`src/rtl/burst_countdown_if.sv`:
```
// rtl/burst_countdown_if.sv - start/len handshake and step/index/count bus for burst_countdown
interface burst_countdown_if #(
    parameter int WIDTH = 10
);
    logic             start;
    logic [WIDTH-1:0] len;
    logic             hold;
    logic             abort;
    logic             ready;
    logic             busy;
    logic             step;
    logic [WIDTH-1:0] index;
    logic [WIDTH-1:0] count;
    logic             done;

    modport master (
        output start, len, hold, abort,
        input  ready, busy, step, index, count, done
    );

    modport slave (
        input  start, len, hold, abort,
        output ready, busy, step, index, count, done
    );
endinterface

```
`src/rtl/burst_countdown.sv`:
```
// rtl/burst_countdown.sv - burst length sequencer issuing one step per un-held cycle
// Optional macro AUTO_RELOAD_EN: DONE reloads the saved length and re-enters RUN.
module burst_countdown #(
    parameter int WIDTH = 10
) (
    input  logic             clk,
    input  logic             rst,
    burst_countdown_if.slave bus
);
    typedef enum logic [1:0] {
        IDLE = 2'd0,
        RUN  = 2'd1,
        DONE = 2'd2
    } state_t;

    state_t           state;
    logic [WIDTH-1:0] count_q;
    logic [WIDTH-1:0] index_q;
`ifdef AUTO_RELOAD_EN
    logic [WIDTH-1:0] saved_len;
`endif

    always_ff @(posedge clk) begin
        if (rst) begin
            state   <= IDLE;
            count_q <= '0;
            index_q <= '0;
`ifdef AUTO_RELOAD_EN
            saved_len <= '0;
`endif
        end else begin
            case (state)
                IDLE: begin
                    if (bus.start && !bus.abort) begin
`ifdef AUTO_RELOAD_EN
                        saved_len <= bus.len;
`endif
                        if (bus.len != '0) begin
                            count_q <= bus.len;
                            index_q <= '0;
                            state   <= RUN;
                        end else begin
                            state <= DONE;
                        end
                    end
                end
                RUN: begin
                    if (bus.abort) begin
                        state   <= IDLE;
                        count_q <= '0;
                        index_q <= '0;
                    end else if (!bus.hold) begin
                        // Final element keeps its index so it stays visible through DONE.
                        if (count_q > WIDTH'(1)) begin
                            count_q <= count_q - WIDTH'(1);
                            index_q <= index_q + WIDTH'(1);
                        end else begin
                            count_q <= '0;
                            state   <= DONE;
                        end
                    end
                end
                DONE: begin
                    if (bus.abort) begin
                        state   <= IDLE;
                        count_q <= '0;
                        index_q <= '0;
                    end else begin
`ifdef AUTO_RELOAD_EN
                        if (saved_len != '0) begin
                            count_q <= saved_len;
                            index_q <= '0;
                            state   <= RUN;
                        end else begin
                            state <= IDLE;
                        end
`else
                        state <= IDLE;
`endif
                    end
                end
                default: begin
                    state   <= IDLE;
                    count_q <= '0;
                    index_q <= '0;
                end
            endcase
        end
    end

    assign bus.ready = (state == IDLE);
    assign bus.busy  = (state != IDLE);
    assign bus.done  = (state == DONE);
    // Abort kills the step in the same cycle it is sampled.
    assign bus.step  = (state == RUN) && !bus.hold && !bus.abort;
    assign bus.index = index_q;
    assign bus.count = count_q;
endmodule
```
`src/flat_wrapper.sv`:
```
// flat-port wrapper written by rule: the top's interface ports become plain ports
module burst_countdown_flat 
#(
    parameter int WIDTH = 10
)
  (clk, rst, bus_start, bus_len, bus_hold, bus_abort, bus_ready, bus_busy, bus_step, bus_index, bus_count, bus_done);
  burst_countdown_if #(.WIDTH(WIDTH)) bus_i ();
  input  logic clk;
  input  logic rst;
  input wire logic [$bits(bus_i.start)-1:0] bus_start;
  input wire logic [$bits(bus_i.len)-1:0] bus_len;
  input wire logic [$bits(bus_i.hold)-1:0] bus_hold;
  input wire logic [$bits(bus_i.abort)-1:0] bus_abort;
  output wire logic [$bits(bus_i.ready)-1:0] bus_ready;
  output wire logic [$bits(bus_i.busy)-1:0] bus_busy;
  output wire logic [$bits(bus_i.step)-1:0] bus_step;
  output wire logic [$bits(bus_i.index)-1:0] bus_index;
  output wire logic [$bits(bus_i.count)-1:0] bus_count;
  output wire logic [$bits(bus_i.done)-1:0] bus_done;
  assign bus_i.start = bus_start;
  assign bus_i.len = bus_len;
  assign bus_i.hold = bus_hold;
  assign bus_i.abort = bus_abort;
  assign bus_ready = bus_i.ready;
  assign bus_busy = bus_i.busy;
  assign bus_step = bus_i.step;
  assign bus_index = bus_i.index;
  assign bus_count = bus_i.count;
  assign bus_done = bus_i.done;
  burst_countdown #(.WIDTH(WIDTH)) u_core (.clk(clk), .rst(rst), .bus(bus_i));
endmodule
```
`config.mk`:
```
export PLATFORM = sky130hd
export DESIGN_NAME = burst_countdown_flat
export DESIGN_NICKNAME = d
export VERILOG_FILES = /design/src/rtl/burst_countdown_if.sv /design/src/rtl/burst_countdown.sv /design/src/flat_wrapper.sv
export SDC_FILE = /design/constraint.sdc
export NUM_CORES = 1
export LEC_CHECK = 0
export ABC_AREA = 1
export BUFFER_PORTS_ARGS = -buffer_cell sky130_fd_sc_hd__buf_2
export CAP_MARGIN = 20
export CORE_ASPECT_RATIO = 1.4
export CORE_MARGIN = 2
export CORE_UTILIZATION = 35
export DETAILED_ROUTE_END_ITERATION = 10
export PLACE_DENSITY = 0.59
export SYNTH_ARGS = -nofsm -noshare
export SYNTH_HDL_FRONTEND = slang
export SYNTH_SLANG_ARGS = --single-unit
```
`constraint.sdc`:
```
create_clock -name clk -period 2.8 [get_ports clk]
set_input_delay 0.56 -clock clk [delete_from_list [all_inputs] [get_ports clk]]
set_output_delay 0.56 -clock clk [all_outputs]
set_load 0.01 [all_outputs]
```
======== Word-level counts from Yosys, hierarchy flattened ========
Cells that the tools add are included.
storage, ports and cells
  input port bits ......................... 15
  bits in registers ....................... 22
  bits in writable memories ............... 0
  output and inout port bits .............. 24
  bits in latches ......................... 0
  bits in read-only memories .............. 0
  logic and storage cells ................. 44
  memories ................................ 0
operators by class
  muxes and demuxes ....................... 19
  divide/modulo/power cells ............... 0
  bitwise operators ....................... 0
  $mul .................................... 0
  equality and inequality tests ........... 8
  reduce and logical (&&, ||, !) cells .... 11
  $add $sub $neg .......................... 2
  shift-type cells ........................ 0
  $lt $le $gt $ge ......................... 1
operator list
  operator                                                                           count
  10-bit two-way mux                                                                 11
  10-bit case mux with 3 select lines                                                2
  10-bit by 1-bit adder with 10-bit output (second input constant)                   1
  10-bit by 1-bit greater-than comparator with 1-bit output (second input constant)  1
  2-bit two-way mux                                                                  5
  10-bit nonzero test                                                                1
  10-bit by 1-bit subtractor with 10-bit output (second input constant)              1
  3-bit != test (second input constant)                                              2
  5-bit AND reduction                                                                1
  2-bit by 1-bit != test with 1-bit output (second input constant)                   2
  2-bit case mux with 2 select lines                                                 1
  4-bit AND reduction                                                                1
  1-bit logical AND                                                                  3
  3-bit by 2-bit != test with 1-bit output (second input constant)                   1
  3-bit AND reduction                                                                1
  2-bit by 1-bit equality test with 1-bit output (second input constant)             1
  2-bit equality test (second input constant)                                        1
  1-bit logical NOT                                                                  2
  2-bit logical NOT                                                                  1
  2-bit != test (second input constant)                                              1
  2-bit nonzero test                                                                 1

======== Depth between registers and ports, before layout ========
  depth in word-level cells ............... 5
  mapped depth ............................ 11
  gate-level depth less buffers ........... 11

======== Worst setup path after synthesis ========
Ideal clock, no wire load.
  path type ............................... register to register
  from .................................... register u_core.count_q[0] (netlist: u_core.bus.count[0])
  to ...................................... register u_core.count_q[5] (netlist: u_core.bus.count[5])
  period minus slack after synthesis ...... 1605 ps
  library setup time ...................... 70 ps
  stages on the path, launching flop included .. 10
  slack ................................... 1195 ps
  required time ........................... 2730 ps
  arrival time ............................ 1535 ps
  buffers on the path ..................... 0
  cells stage by stage .................... dfxtp_1 -> inv_1 -> ha_1 -> o21ai_0 -> nor2_1 -> nor2_2 -> nand3_1 -> nand2_1 -> nand2_1 -> a21oi_1
on the way
  longest elaborated chain between the ends .. 5
  elaborated cells on any way between the ends .. 6
  those cells by class .................... 1 x add/sub; 1 x order compare; 4 x mux
ends and longest elaborated chain
  element                                                                                                                     line                                          source
  start, declared                                                                                                             burst_countdown.sv:17                         logic [WIDTH-1:0] count_q;
  start signal, assigned                                                                                                      burst_countdown.sv:39                         count_q <= bus.len;
  start signal, assigned                                                                                                      burst_countdown.sv:55                         count_q <= count_q - WIDTH'(1);
  10-bit by 1-bit subtractor with 10-bit output or 10-bit by 1-bit greater-than comparator with 1-bit output (tied branches)  burst_countdown.sv:55, burst_countdown.sv:54
  10-bit two-way mux *                                                                                                        burst_countdown.sv:54                         if (count_q > WIDTH'(1)) begin
  10-bit two-way mux *                                                                                                        burst_countdown.sv:52                         end else if (!bus.hold) begin
  10-bit two-way mux *                                                                                                        burst_countdown.sv:48                         if (bus.abort) begin
  10-bit case mux with 3 select lines *                                                                                       burst_countdown.sv:32                         case (state)
Every way passes the cells marked *; elsewhere a longest branch is shown, timed or not. The select of a mux whose other input is x is not followed.
A chain may end at the register's enable or synchronous reset.

======== Worst setup path after layout ========
  from .................................... register u_core.count_q[0] (netlist: u_core.bus.count[0])
  to ...................................... register u_core.count_q[9] (netlist: u_core.bus.count[9])
The elaborated chain is that of the path after synthesis.

==> results.yml <==
setup_path:
  cp_cell_sequence: "inv_1, ha_1, o21ai_0, nor2_1, nor2_2, nand3_1, nand2_1, nand2_1, a21oi_1"
  timing.critical_path.slowest_stage_cell: "sky130_fd_sc_hd__dfxtp_1"
  critical_path_arrival_ps: 2110
  critical_path_required_ps: 3000
  worst_path_dominant_cell_family: "simple AND/OR/NAND/NOR gates"
  crit_path_end_kind: "register"
  worst_path_largest_cell_delay_ps: 420
  reg2reg_slack_ps: 900
  worst_setup_path_start_kind: "register"
  cp_class: "register to register"
  critical_path_buf_inv_count: 1
  path_max_fanout: 10
  critical-path-top-cell-by-count: "sky130_fd_sc_hd__nand2_1"
detailed_routing:
  routed-via-count: 1624
  remaining_antenna_violation_count: 0
  dr.pass1.iters: 4
  routed_wirelength_um: 3840
  first_iter_violations: 103
  wire_per_inst_um: 11.4
  drcViolationCount: 0
  drt-vias-per-instance: 4.80
global_route:
  grt_usage_pct: 16.8
  pin_count_of_the_biggest_net_entering_global_routing: 20
  grt_pass1_vias: 1416
  grt_antenna_before_repair: 0
  grt_overflow: 0
  grt_pass1_wl_um: 6300
floorplanning:
  die_width_um: 59.3
  dieHeight_um: 81.4
  core_region_area_mm2: 0.00417
  num_io_pins: 39
  die-area_mm2: 0.00483
  row_count: 28
  initial_utilization_pct: 35.9
sta:
  timing.final.ws_setup_ps: 896
  finalMaxSlewViolations: 0
  setup_tns_ps: 0
  worst_clock_skew_ps: 4.58
  min_period_over_period_pct: 68.0
  min_period_ps: 1900
  maxClockFrequency_ghz: 0.525
  rsz_0062_raised_after_global_routing: "no"
  setup_viol: 0
  finalHoldViolations: 0
  worst_slew_margin_rel_pct: 69.0
  tightest_slew_ps: 464
place:
  place_hpwl_um: 3030
  dp_slack_ps: 851
  placement.cell_area_mm2: 0.00173
  io_buffers: 38
  gp_congestion: 0.840
  placedCellCount: 334
outcome:
  outcome: "completed"
logic_synthesis:
  synthDistinctLibCells: 26
  synth_seq_cells: 22
  seq_area_frac_synth_pct: 29.4
  syn_area_mm2: 0.00150
  synth_warnings: 0
  synth_nets: 272
  synthesis.instances: 254
  post_synth.cell_area_avg_um2: 5.90
cts:
  cts_tree: "built"
  cts_setup_buffers: 0
  tritoncts.num_buffers: 3
  cts.clk_slew.worst_paths_ps: 90
  clock_sinks: 22
  cts_htree_levels: 1
  cts.root.buffer_cell: "sky130_fd_sc_hd__clkbuf_8"
  cts_hold_buf: 0
  clock_latency_ps: 270
  max-clock-path-buffers: 2
  postCtsResizedCells: 0
final_layout:
  antenna_diode_count: 0
  post-route-cell-area_mm2: 0.00180
  synthToLayoutAreaGrowth_pct: 20.4
  net_count_reported_at_finish: 312
  final_layout_size_suffix_gt1_share_pct: 19.8
  commonest_cells_after_routing_fill_and_taps_aside: "sky130_fd_sc_hd__nand2_1 (82), sky130_fd_sc_hd__buf_2 (38), sky130_fd_sc_hd__nor2_1 (34), sky130_fd_sc_hd__inv_1 (30), sky130_fd_sc_hd__nand3_1 (25)"
  final_cell_count_no_fill: 338
  nFillCells: 458
  most_common_cell_after_layout_fill_and_taps_aside: "sky130_fd_sc_hd__nand2_1"
job:
  timing.max_cap.violations: 0
hold_path:
  hold_path_class: "register to register"
power:
  power.density_cell_area_mw_per_mm2: 626
  vdd_ir_drop_max_mv: 0.249
  power_leakage_uw: 0.000906
==> kinds of logic after synthesis <==
logic type	share of synthesized area [%]
compound gates	10.9
xor+xnor	1.17
fa+ha+maj	2.51
buf+inv	9.36
flops	29.4
simple gates	46.7
==> Yosys cell counts <==
library cell / count / area (um2)
sky130_fd_sc_hd__nand2_1: 82 / 308
sky130_fd_sc_hd__nor2_1: 34 / 128
sky130_fd_sc_hd__inv_1: 30 / 113
sky130_fd_sc_hd__nand3_1: 25 / 125
sky130_fd_sc_hd__dfxtp_1: 22 / 440
sky130_fd_sc_hd__a21oi_1: 21 / 105
sky130_fd_sc_hd__o21ai_0: 9 / 45.0
sky130_fd_sc_hd__nand2_2: 4 / 25.0
sky130_fd_sc_hd__nor2_2: 4 / 25.0
sky130_fd_sc_hd__ha_1: 3 / 37.5
sky130_fd_sc_hd__inv_2: 2 / 7.51
sky130_fd_sc_hd__nand2_4: 2 / 22.5
sky130_fd_sc_hd__nand4_1: 2 / 12.5
sky130_fd_sc_hd__nor3_1: 2 / 10.0
sky130_fd_sc_hd__buf_1: 1 / 3.75
sky130_fd_sc_hd__buf_2: 1 / 5.00
sky130_fd_sc_hd__buf_4: 1 / 7.51
sky130_fd_sc_hd__clkbuf_1: 1 / 3.75
sky130_fd_sc_hd__nor2_4: 1 / 11.3
sky130_fd_sc_hd__nor2_8: 1 / 20.0
sky130_fd_sc_hd__o21ai_1: 1 / 5.00
sky130_fd_sc_hd__o21bai_1: 1 / 7.51
sky130_fd_sc_hd__or2_0: 1 / 6.26
sky130_fd_sc_hd__or2_2: 1 / 6.26
sky130_fd_sc_hd__xnor2_1: 1 / 8.76
sky130_fd_sc_hd__xor2_1: 1 / 8.76
==> metrics by stage <==
step	hold slack, ps	utilization, %	power, uW
2_1_floorplan	489	-	712
3_3_place_gp	473	41.5	833
3_5_place_dp	477	41.5	832
4_1_cts	490	43.2	1140
5_1_grt	523	43.2	1210
6_report	483	43.2	1130
==> where the power goes <==
part           switching (uW)  internal (uW)  total (uW)
sequential               38.4            341         379
clock                     115            191         306
combinational             293            151         443
==> worst paths after layout <==
check / startpoint / to / cells past startpoint
setup / recovery: u_core.bus.count[0] / u_core.bus.count[9] / 9
hold reg to reg: u_core.bus.index[6] / u_core.bus.index[6] / 2
setup reg to reg: u_core.bus.count[0] / u_core.bus.count[9] / 9
hold / removal: u_core.bus.index[6] / u_core.bus.index[6] / 2
==> per-layer routing <==
| layer | wire length [um] | track usage (%) | up-vias |
|---|---|---|---|
| met5 | 0 | 0 | - |
| met4 | 51 | 5.45 | 0 |
| met3 | 142 | 2.39 | 6 |
| met2 | 1900 | 29.2 | 35 |
| met1 | 1750 | 20.9 | 711 |
| li1 | - | - | 872 |
==> cell type report <==
class	count	area [um2]	share of cell area [%]
tap	45	56.3	3.12
clock buffer	3	41.3	2.29
inverter	32	120	6.66
timing repair buffer	39	198	11.0
clock inverter	1	30.0	1.67
sequential	22	440	24.4
multi-input combinational	196	917	50.9
==> worst reg2reg max path: cells and delay by family (launching register included) <==
kind | cells | cell delay, ps
compound gates | 2 | 330
buf+inv | 1 | 80
fa+ha+maj | 1 | 240
simple gates | 5 | 760
flops | 1 | 420
==> registers in the layout, summed over array words and instances, names as in the netlist <==
signal / count
u_core.bus.count: 10
u_core.state: 2
u_core.bus.index: 10
No activity file was read; power rests on OpenSTA's default activity.
